===== config.mk =====
export PLATFORM = sky130hd
export DESIGN_NAME = sprite_blitter
export DESIGN_NICKNAME = d
export VERILOG_FILES = /design/src/rtl/sprite_blitter.sv
export SDC_FILE = /design/constraint.sdc
export NUM_CORES = 1
export LEC_CHECK = 0
export ABC_CLOCK_PERIOD_IN_PS = 5300
export BUFFER_PORTS_ARGS = -buffer_cell sky130_fd_sc_hd__buf_2
export CAP_MARGIN = 20
export CORE_MARGIN = 3
export CORE_UTILIZATION = 47
export CTS_CLUSTER_SIZE = 20
export DETAILED_ROUTE_END_ITERATION = 16
export PLACE_DENSITY_LB_ADDON = 0.1
export SLEW_MARGIN = 20
export SYNTH_ARGS = -nofsm -noshare
export SYNTH_HDL_FRONTEND = slang
export SYNTH_SLANG_ARGS = --single-unit

===== constraint.sdc =====
create_clock -name clk -period 5.3 [get_ports clk]
set_input_delay 1.06 -clock clk [delete_from_list [all_inputs] [get_ports clk]]
set_output_delay 1.06 -clock clk [all_outputs]
set_load 0.02 [all_outputs]

===== src/rtl/sprite_blitter.sv =====
// sprite_blitter: copies a SPR_W x SPR_H ROM sprite into the framebuffer with colour-key
// transparency and right/bottom clipping; define SPRITE_FLIP_EN for flip_h/flip_v mirroring.
module sprite_blitter #(
   parameter int SPR_W = 8,
   parameter int SPR_H = 8,
   parameter int SCREEN_W = 320,
   parameter int SCREEN_H = 240,
   parameter int X_W = 9,
   parameter int Y_W = 8,
   parameter int FB_ADDR_W = 17,
   parameter int PIX_W = 24,
   parameter int ROM_D_W = 32,
   parameter int IMG_W = 8,
   parameter logic [PIX_W-1:0] TRANSP_KEY = 'hFF00FF
) (
   input  logic                                     clk,
   input  logic                                     rst,
   input  logic                                     start,
   input  logic [X_W-1:0]                           x_pos,
   input  logic [Y_W-1:0]                           y_pos,
   input  logic [IMG_W-1:0]                         img_sel,
`ifdef SPRITE_FLIP_EN
   input  logic                                     flip_h,
   input  logic                                     flip_v,
`endif
   output logic                                     busy,
   output logic                                     done,
   output logic [IMG_W+$clog2(SPR_W*SPR_H)-1:0]     rom_addr,
   output logic                                     rom_rd_en,
   input  logic [ROM_D_W-1:0]                       rom_data,
   input  logic                                     rom_data_valid,
   output logic [FB_ADDR_W-1:0]                     frame_addr,
   output logic [PIX_W-1:0]                         frame_data,
   output logic                                     frame_we,
   input  logic                                     frame_write_valid
);
   localparam int CW = $clog2(SPR_W);
   localparam int RW = $clog2(SPR_H);

   typedef enum logic [1:0] {IDLE, READ, WRITE, NEXT} state_t;
   state_t state, state_n;

   logic [X_W-1:0]   x_lat;
   logic [Y_W-1:0]   y_lat;
   logic [IMG_W-1:0] img_lat;
   logic [CW-1:0]    col, rcol;
   logic [RW-1:0]    row, rrow;
   logic [X_W:0]     sx;
   logic [Y_W:0]     sy;
   logic             visible, last, rom_hi_unused;

`ifdef SPRITE_FLIP_EN
   logic fh_lat, fv_lat;
   // power-of-2 sizes make SPR_W-1-col a plain bitwise inversion
   assign rcol = fh_lat ? ~col : col;
   assign rrow = fv_lat ? ~row : row;
`else
   assign rcol = col;
   assign rrow = row;
`endif

   assign sx            = (X_W+1)'(x_lat) + (X_W+1)'(col);
   assign sy            = (Y_W+1)'(y_lat) + (Y_W+1)'(row);
   assign visible       = (32'(sx) < SCREEN_W) && (32'(sy) < SCREEN_H);
   assign last          = (&col) && (&row);
   assign rom_addr      = {img_lat, rrow, rcol};
   assign rom_rd_en     = state == READ;
   assign frame_we      = state == WRITE;
   assign frame_addr    = FB_ADDR_W'(32'(sy) * 32'(SCREEN_W) + 32'(sx));
   assign rom_hi_unused = ^rom_data;

   always_comb begin
      state_n = state;
      case (state)
         IDLE:    state_n = start ? READ : IDLE;
         READ:    state_n = !rom_data_valid ? READ :
                            (rom_data[PIX_W-1:0] != TRANSP_KEY && visible) ? WRITE : NEXT;
         WRITE:   state_n = frame_write_valid ? NEXT : WRITE;
         default: state_n = last ? IDLE : READ;
      endcase
   end

   always_ff @(posedge clk or posedge rst) begin
      if (rst) begin
         state      <= IDLE;
         x_lat      <= '0;
         y_lat      <= '0;
         img_lat    <= '0;
         col        <= '0;
         row        <= '0;
         busy       <= 1'b0;
         done       <= 1'b0;
         frame_data <= '0;
`ifdef SPRITE_FLIP_EN
         fh_lat     <= 1'b0;
         fv_lat     <= 1'b0;
`endif
      end else begin
         state <= state_n;
         if (state == IDLE && start) begin
            x_lat   <= x_pos;
            y_lat   <= y_pos;
            img_lat <= img_sel;
            col     <= '0;
            row     <= '0;
            done    <= 1'b0;
            busy    <= 1'b1;
`ifdef SPRITE_FLIP_EN
            fh_lat  <= flip_h;
            fv_lat  <= flip_v;
`endif
         end
         if (state == READ && rom_data_valid)
            frame_data <= rom_data[PIX_W-1:0];
         // counters wrap to zero naturally on the final pixel
         if (state == NEXT) begin
            col <= col + CW'(1);
            if (&col)
               row <= row + RW'(1);
            if (last) begin
               done <= 1'b1;
               busy <= 1'b0;
            end
         end
      end
   end
endmodule


Yosys cells after proc, flatten, opt, wreduce, memory -nomap -nowiden
Index checks and enable logic that the tools add are counted.
Operators by class
  add/subtract/negate cells: 5
  equal/unequal tests: 4
  reduce and logical (&&, ||, !) cells: 9
  order comparisons: 2
  multiplexer cells: 17
  multiply operators: 1
Operators by type and width (count)
  24-bit inequality test (second input constant): 1
  17-bit by 10-bit adder with 17-bit output: 1
  3-bit 2-to-1 mux: 5
  9-bit by 3-bit multiplier with 11-bit output (second input constant): 1
  9-bit by 3-bit adder with 10-bit output: 1
  10-bit by 9-bit < comparator with 1-bit output (second input constant): 1
  1-bit 2-to-1 mux: 10
  8-bit by 3-bit adder with 9-bit output: 1
  9-bit by 8-bit < comparator with 1-bit output (second input constant): 1
  3-bit by 1-bit adder with 3-bit output (second input constant): 2
  2-bit one-hot mux with 3 select lines: 1
  3-bit AND reduction: 2
  1-bit logical AND: 5
  2-bit equality test (second input constant): 2
  2-bit by 1-bit equality test with 1-bit output (second input constant): 1
  2-bit logical NOT: 1
  2-bit 2-to-1 mux: 1
  2-bit nonzero test: 1
Storage, ports and cells
  bits in registers: 59
  logic and storage cells: 47
  output and inout port bits: 59
  input port bits: 62

Logic depth before layout (Yosys ltp)
Gate-level depths: netlist of run 1.
  depth after elaboration: 7
  depth in mapped cells: 14
  depth with buffers taken out: 14

Least setup slack after synthesis of run 1
Ideal clock, no wire load.
  kind: register to output
  start: register row[0]
  end: output frame_addr[16]
  slack: 0.630 ns
  data required time: 4.240 ns
  stages on the path, launching flop included: 14
  arrival time: 3.610 ns
  cells stage by stage: dfrtp_1 ha_1 fa_1 a21o_1 nand2_1 xnor2_1 ha_1 inv_1 fa_1 xor2_1 or2_1 a2111oi_4 and4_1 xnor3_1
On the way
  cells in the longest elaborated chain, start to end: 3
RTL lines
  start: declaration: RTL line 47  | logic [RW-1:0] row, rrow;
  start signal: assignment: RTL line 119  | row <= row + RW'(1);
  8-bit by 3-bit adder with 9-bit output: RTL line 63  | assign sy = (Y_W+1)'(y_lat) + (Y_W+1)'(row);
  9-bit by 3-bit multiplier with 11-bit output: RTL line 69  | assign frame_addr = FB_ADDR_W'(32'(sy) * 32'(SCREEN_W) + 32'(sx));
  17-bit by 10-bit adder with 17-bit output: RTL line 69
  end: declaration: RTL line 32  | output logic [FB_ADDR_W-1:0] frame_addr,
Every way passes these cells.

Worst setup path in the final report of run 1
Ends and elaborated chain as after synthesis.

==> results of run 1 <==
-- flip-flops by register name (all words and copies together) (netlist names) --
name,flops
img_lat,8
col,3
row,3
done,1
y_lat,8
x_lat,9
state,2
busy,1
frame_data,24
-- per-stage QoR --
stage	util (%)	worst slack [ns]	cell area (um2)	std cells	hold WS [ns]
final	61.1	0.192	4460	532	0.477
after global routing	61.1	-0.00486	4460	532	0.515
after CTS	60.7	0.0131	4420	530	0.485
after detailed placement	57.8	0.403	4220	514	0.469
after global placement	57.8	0.449	4220	514	0.463
after floorplan	-	0.630	3560	310	0.485
-- cells by family after synthesis --
family / share of synthesized area, %
buffers and inverters: 2.92
muxes: 15.2
adders and majority gates: 12.1
DFF: 41.5
and+or+nand+nor: 11.4
xor gates and xnor gates: 6.54
AOI/OAI and AO/OA: 10.3
-- final cells by class --
cell class	count	area [um2]
Clock buffer	13	159
Clock inverter	3	46.3
Fill cell	676	2840
Inverter	17	63.8
Multi-Input combinational cell	225	2000
Sequential cell	59	1480
Tap cell	99	124
Timing Repair Buffer	116	591
-- critical path: cells and delay by family, from the launching register on --
kind	cells	cell delay, ns
DFF	1	0.41
AOI/OAI and AO/OA	2	0.52
and+or+nand+nor	3	0.67
buffers and inverters	2	0.25
adders and majority gates	4	1.38
xor gates and xnor gates	3	0.50
-- layout by cell type (no fill, tap or decap), types with 2 or more instances in the layout --
cell type / count
nand2b_1: 4
o21ai_0: 9
xor2_1: 9
clkbuf_1: 2
nor2b_1: 7
o21ai_1: 2
inv_1: 16
and3_1: 3
nor3b_1: 4
buf_2: 112
mux2_2: 46
clkbuf_8: 11
a21oi_1: 10
nand2_1: 10
ha_1: 28
buf_4: 4
nor2_1: 15
xnor2_1: 15
dfrtp_1: 59
nor4b_1: 2
and4b_1: 2
nand3_1: 4
a21o_1: 6
a22o_1: 3
a211o_1: 4
fa_1: 3
nor3_1: 5
nand4_1: 6
mux2_1: 2
-- final timing paths --
kind                             from              to  slack [ns]  cells after the start
hold reg to reg            img_lat[0]      img_lat[0]        0.48                      1
min in group asynchronous         rst   frame_data[5]        0.93                      3
setup reg to reg               col[0]        state[0]        2.97                      8
setup / recovery               row[0]  frame_addr[16]        0.19                     14
hold / removal             img_lat[0]      img_lat[0]        0.48                      1
max in group asynchronous         rst        y_lat[3]        3.87                      3
-- repair_timing --
| item | in CTS | in global routing |
|---|---|---|
| gates resized for setup | 0 | 5 |
| setup endpoints to repair | 0 | 2 |
| buffers inserted | 0 | 2 |
-- layer usage --
metal | up-vias | part of all wire, %
li1 | 1352 | -
met1 | 1315 | 44
met2 | 90 | 48
met3 | 9 | 7.0
met4 | 0 | 1.5
met5 | - | 0
==> metrics.txt, run 1 <==
standard-cell rows=31; global routing usage on met2=31.4%; GPL Wtd Cong=0.829; Synth Instances=310; CTS Buf Count=9; overall die width=93.0 um; most frequent cell after synthesis=dfrtp_1; Antenna Cells=0; WS Path Type=register to output pin; Die Area=0.00865 mm2; Achievable Freq=196 MHz; GRT Max-Usage Layer=met2; Die Y=93.0 um; register area share after synthesis=41.5%; Initial Utilization=48.8%; root buf cell=clkbuf_8; layout cell share with drive strength beyond 1=43.9%; Hold Fails Final Rpt=0; CTS Buffer Depth=2; largest net degree at the start of global routing=60; first-pass GRT wire length=13,100 um; clock-pin slew on the worst setup and hold paths=0.07 ns; area share of the largest cell type after synthesis=41.5%; flops & latches, synth=59; initial antenna violation count=0; Max stage delay cell, worst path=dfrtp_1; met3 Usage GRT=5.47%; Ys Warns=0; DP HPWL=5990 um; Synth-to-Final Area Change=25.3%; Final Max Tran Viols=0; slew margin rel.=33.3%; Core Footprint=0.00729 mm2; post-route ant nets=0; Synth Area per Inst=11.5 um2; most area-consuming cells after synthesis=dfrtp_1 42%, mux2_2 15%, ha_1 9.9%; clock sinks=59; final net count=522; DR vias/cell=5.20; CP Data Arrival Time=4.05 ns; DR WL/cell=14.7 um; GR Util All Layers=18.9%; met1 global-route usage=23.4%; Post-synth EDFFs=0; Max-Cap Viols=0; ys async rst share=100%; Overflow after GRT=0; worst path cell trace=ha_1 > fa_1 > a21o_1 > nand2_2 > xnor2_1 > ha_1 > inv_1 > fa_2 > xor2_1 > or2_4 > a2111oi_4 > and4_1 > xnor3_1 > buf_2; status=finished clean; fin crit share=96.4%; Final Critical Period=5.11 ns; Crit path top cell by count=ha_1; Pre-antenna DRT Iters=4; Sum Neg Setup Slack=0 ns; Main synth FF type=dfrtp_1; CP max stage delay=0.41 ns; net count after synthesis=404; residual DRC count=0; CP Capture Type=output pin; vias in the first global route=2,874; top-level I/O count=121; via count=2,766; clk_lat worst skew=0.33 ns; Mapped Area=0.00356 mm2; Final setup viols=0; CTS Hold Bufs=0; Worst Skew=0.0113 ns; count of cell types in the netlist=48; drt initial violations=104; routed wire length=7810 um; startpoint types=register; Worst Hold Class=register to register; CTS H-tree depth=3; Slew @ Worst Pin=0.998 ns; TritonCTS clock tree=built; critical path data required time=4.24 ns; port bufs=112; most frequent cells after synthesis=59 x dfrtp_1, 46 x mux2_2, 28 x ha_1, 17 x inv_1, 16 x nor2_1; Synth area leader=dfrtp_1; crit path max fanout=5
Power of run 1 is left out: the tool's default activity adds up to more than one toggle a clock period on the data nets, which glitch-free logic cannot reach.
==> run 2: changes to the inputs <==
Settings changed: ABC_AREA set to 1.
==> metrics.txt, run 2 <==
status=finished clean; post-synthesis mux area share=6.94%; CTS Buffer Depth=2; Main synth FF type=dfrtp_1; Pwr Density=704 mW/mm2; reg-to-reg endpoint=state[0]; Hold Path Stages=2; TritonCTS clock tree=built; Sum Neg Setup Slack=0 ns; routed wire length=8040 um; Adder-Cell Fraction of Synth Area=12.0%; overall die width=93.2 um; CTS H-tree depth=3; clock sinks=59; Final setup viols=0; standard-cell rows=31; DP HPWL=6290 um; most area-consuming cells after synthesis=dfrtp_1 41%, nand2_1 15%, ha_1 9.8%; Final Critical Period=4.79 ns; Worst Hold Class=register to register; flip-flop count of the largest register after layout=24; final net count=630; Ys Warns=0; drt initial violations=90; Die Area=0.00868 mm2; Final Max Tran Viols=0; GR Util All Layers=20.1%; RSZ-0062 raised after global routing=no; Fillers=673; post-route ant nets=0; Hold EP=img_lat[2]; CP startpoint=row[0]; Compound-Gate Fraction of Synth Area=4.80%; largest net degree at the start of global routing=60; Largest Register=frame_data; startpoint types=register; Largest regs=frame_data (24), x_lat (9); Synth Instances=418; slew margin rel.=37.5%; top-level I/O count=121; clock-pin slew on the worst setup and hold paths=0.06 ns; Synth-to-Final Area Change=24.7%; Max-Cap Viols=0; Mapped Area=0.00357 mm2; Worst Skew=0.0109 ns; DR WL/cell=12.6 um; net count after synthesis=512; DR vias/cell=4.79; Core Footprint=0.00733 mm2; Die Y=93.2 um; WHS=0.476 ns; clk_lat worst skew=0.33 ns; hold path startpoint=img_lat[2]; root buf cell=clkbuf_8; Achievable Freq=209 MHz; CTS Buf Count=9; leakage power=2.56 nW; crit path max fanout=5; largest family of logic cells by synthesized area=simple AND/OR/NAND/NOR gates; Resize count post-CTS=0; layout cell share with drive strength beyond 1=30.4%; Slew @ Worst Pin=0.932 ns; count of cell types in the netlist=32; most frequent cell after synthesis=nand2_1; Hold Fails Final Rpt=0; Post-Synth Simple-Gate Area=23.2%; flops & latches, synth=59; first-pass GRT wire length=13,900 um; GPL Wtd Cong=0.820; vias in the first global route=3,111; ys async rst share=100%; via count=3,059; Critical R2R Launch=col[0]; area share of the largest cell type after synthesis=41.3%; CP Data Arrival Time=3.73 ns; Core Util, Final=60.8%; Initial Utilization=48.7%; port bufs=112; commonest cells after routing, fill and taps aside=138 x nand2_1, 112 x buf_2, 59 x dfrtp_1; fin crit share=90.5%; Overflow after GRT=0; xor/xnor share of the synthesized area=5.53%; post-CTS setup buffers=0; residual DRC count=0; CP Capture Type=output pin; register area share after synthesis=41.3%; R2R setup slack=3.10 ns; FF-to-FF path depth=12; Antenna Cells=0; Synth Area per Inst=8.55 um2; Synth area leader=dfrtp_1; Pre-antenna DRT Iters=6; critical path data required time=4.24 ns; WS Path Type=register to output pin; worst IR drop on VDD=0.374 mV; initial antenna violation count=0; most common cell after layout, fill and taps aside=nand2_1; most frequent cells after synthesis=138 x nand2_1, 59 x dfrtp_1, 47 x inv_1, 28 x ha_1, 25 x nand3_1; Post-synth EDFFs=0; CTS Hold Bufs=0
run 2: metal layers:
| metal | vias to the layer above | GRT usage [%] | part of all wire [%] |
|---|---|---|---|
| met5 | - | 0 | 0 |
| met4 | 0 | 7.20 | 1.2 |
| met3 | 12 | 6.52 | 7.3 |
| met2 | 97 | 31.6 | 45 |
| met1 | 1381 | 25.9 | 47 |
| li1 | 1569 | - | - |
run 2: stage by stage:
step | cell area, um2 | setup WS (ns) | power [mW] | cells
finish | 4460 | 0.506 | 3.14 | 639
global route | 4460 | 0.162 | 3.43 | 639
CTS | 4460 | 0.458 | 3.18 | 639
detailed placement | 4240 | 0.847 | 2.71 | 624
global placement | 4240 | 0.899 | 2.67 | 624
floorplan | 3570 | 0.953 | 2.18 | 418
run 2: layout make-up:
cell class	count	area (um2)	share of cell area (%)
Inverter	51	191	4.30
Sequential cell	59	1480	33.1
Multi-Input combinational cell	301	1870	42.1
Tap cell	99	124	2.78
Clock inverter	6	90.1	2.02
Timing Repair Buffer	114	576	12.9
Clock buffer	9	124	2.78
run 2: logic make-up after synthesis:
group,count (synthesis)
buf+inv,58
compound gates,29
xor+xnor,20
fa+ha+maj,32
flops,59
simple gates,198
mux,22
run 2: critical path, stage by stage, from the launching register on:
cell     delay (ns)
dfrtp_1        0.44
ha_1           0.27
fa_1           0.42
nand3_1        0.12
nand3_1        0.07
nand2_1        0.11
inv_1          0.06
ha_1           0.30
inv_1          0.07
fa_1           0.46
xnor2_1        0.30
nand3_1        0.18
nor2_2         0.15
nand2_2        0.07
nor2_2         0.12
nand2_1        0.06
nand2_1        0.05
nand2_1        0.04
buf_2          0.15
run 2: worst max-delay path by stage:
stage / end
after floorplan: frame_addr[15]
final: frame_addr[16]
after global placement: frame_addr[16]
after global routing: frame_addr[16]
after CTS: frame_addr[16]
after detailed placement: frame_addr[16]
run 2: where the power goes:
group / leakage, nW / switching, mW / internal [mW]
clock network: 0.106 / 0.179 / 0.263
logic: 1.73 / 1.20 / 0.711
registers: 0.722 / 0.134 / 0.652
total: 2.56 / 1.51 / 1.63
(Power assumes the default switching activity.)
==> run 3: changes to the inputs <==
Settings changed: CORE_MARGIN 3 to 2.
==> metrics.txt, run 3 (synthesis gave the netlist of run 2 again) <==
Clk pwr share=11.7%; root buf cell=clkbuf_8; clock sinks=59; via count=3,099; final net count=630; routed wire length=7950 um; largest net degree at the start of global routing=60; CP max stage delay=0.46 ns; Crit path top cell by count=nand2_1; crit path max fanout=5; CTS H-tree depth=3; Core Footprint=0.00729 mm2; CTS Buf Count=9; layout cell share with drive strength beyond 1=30.1%; Pwr Density=690 mW/mm2; DR vias/cell=4.84; initial antenna violation count=0; port bufs=112; Die Area=0.00831 mm2; worst path cell trace=ha_1 > fa_1 > nand3_1 > nand3_1 > nand2_1 > inv_1 > ha_1 > inv_1 > fa_1 > xnor2_1 > nand3_1 > nor2_2 > nand2_2 > nor2_2 > nand2_1 > nand2_1 > nand2_1 > buf_2; Antenna Cells=0; Hold Fails Final Rpt=0; Pre-antenna DRT Iters=4; CP Data Arrival Time=3.71 ns; Switching Power=1.50 mW; overall die width=91.2 um; Largest Register=frame_data; CTS Hold Bufs=0; flip-flop count of the largest register after layout=24; DR WL/cell=12.4 um; most common cell after layout, fill and taps aside=nand2_1; leakage power=2.54 nW; fin crit share=90.0%; Internal Power=1.55 mW; residual DRC count=0; Worst Skew=0.00884 ns; Core Util, Final=60.5%; GR Util All Layers=20.3%; post-CTS setup buffers=0; startpoint types=register; first-pass GRT wire length=13,700 um; Die Y=91.2 um; TritonCTS clock tree=built; Max stage delay cell, worst path=fa_1; clk_lat worst skew=0.32 ns; Synth-to-Final Area Change=23.5%; Largest regs=frame_data (24), x_lat (9); Resize count post-CTS=0; Initial Utilization=49.0%; worst IR drop on VDD=0.357 mV; slew margin rel.=39.3%; vias in the first global route=3,114; GPL Wtd Cong=0.848; Achievable Freq=210 MHz; Worst Hold Class=register to register; drt initial violations=120; post-route ant nets=0; sequential power share=25.8%; Final setup viols=0; Final Critical Period=4.77 ns; status=finished clean; Final Max Tran Viols=0; Max-Cap Viols=0; Fillers=711; CTS Buffer Depth=2; top-level I/O count=121; WS Path Type=register to output pin; critical path data required time=4.24 ns; Overflow after GRT=0; CP Capture Type=output pin; commonest cells after routing, fill and taps aside=138 x nand2_1, 112 x buf_2, 59 x dfrtp_1; Sum Neg Setup Slack=0 ns; sw frac=49.2%; RSZ-0062 raised after global routing=no; standard-cell rows=31; combinational power share=62.5%; Slew @ Worst Pin=0.905 ns; DP HPWL=6190 um; clock-pin slew on the worst setup and hold paths=0.07 ns
-- run 3: worst paths after layout --
path	from	to	slack [ns]	cells past startpoint
max	row[0]	frame_addr[16]	0.53	18
min	img_lat[4]	img_lat[4]	0.48	2
max reg2reg	col[0]	state[0]	3.17	12
min reg2reg	img_lat[4]	img_lat[4]	0.48	2
max in group asynchronous	rst	x_lat[3]	3.88	3
min in group asynchronous	rst	frame_data[7]	0.93	3
-- run 3: per-layer routing --
| layer | GRT usage (%) | wire length, um |
|---|---|---|
| met5 | 0 | 0 |
| met4 | 6.82 | 97 |
| met3 | 6.14 | 571 |
| met2 | 32.8 | 3720 |
| met1 | 26.0 | 3560 |
-- run 3: power groups by stage --
| stage | logic (mW) | clock network [mW] | registers [mW] |
|---|---|---|---|
| 2_1_floorplan | 1.24 | 0 | 0.934 |
| 3_3_place_gp | 1.88 | 0 | 0.781 |
| 3_5_place_dp | 1.92 | 0 | 0.790 |
| 4_1_cts | 1.93 | 0.367 | 0.786 |
| 5_1_grt | 2.11 | 0.392 | 0.813 |
| 6_report | 1.90 | 0.356 | 0.785 |
-- run 3: through the flow --
step                      instances  total power [mW]  cell area, um2  hold WS [ns]  setup WS (ns)
after floorplan                 418              2.18            3570         0.453          0.953
after global placement          624              2.66            4240         0.458          0.906
after detailed placement        624              2.71            4240         0.461          0.865
after CTS                       640              3.08            4410         0.483          0.497
after global routing            640              3.32            4410         0.500          0.172
final                           640              3.04            4410         0.479          0.530
-- run 3: final cells by class --
class	count	area (um2)	share of cell area, %
multi-input combinational	301	1870	42.5
inverter	51	191	4.34
clock inverter	4	26.3	0.595
clock buffer	12	145	3.29
tap	99	124	2.81
timing repair buffer	114	576	13.0
sequential	59	1480	33.5
-- run 3: critical path: cells and delay by family (launching register included) --
kind,cells,cell delay [ns]
flip-flops,1,0.42
adder cells (fa/ha/maj),4,1.44
XOR/XNOR,1,0.30
AND/OR/NAND/NOR,10,0.95
buffers and inverters,3,0.27
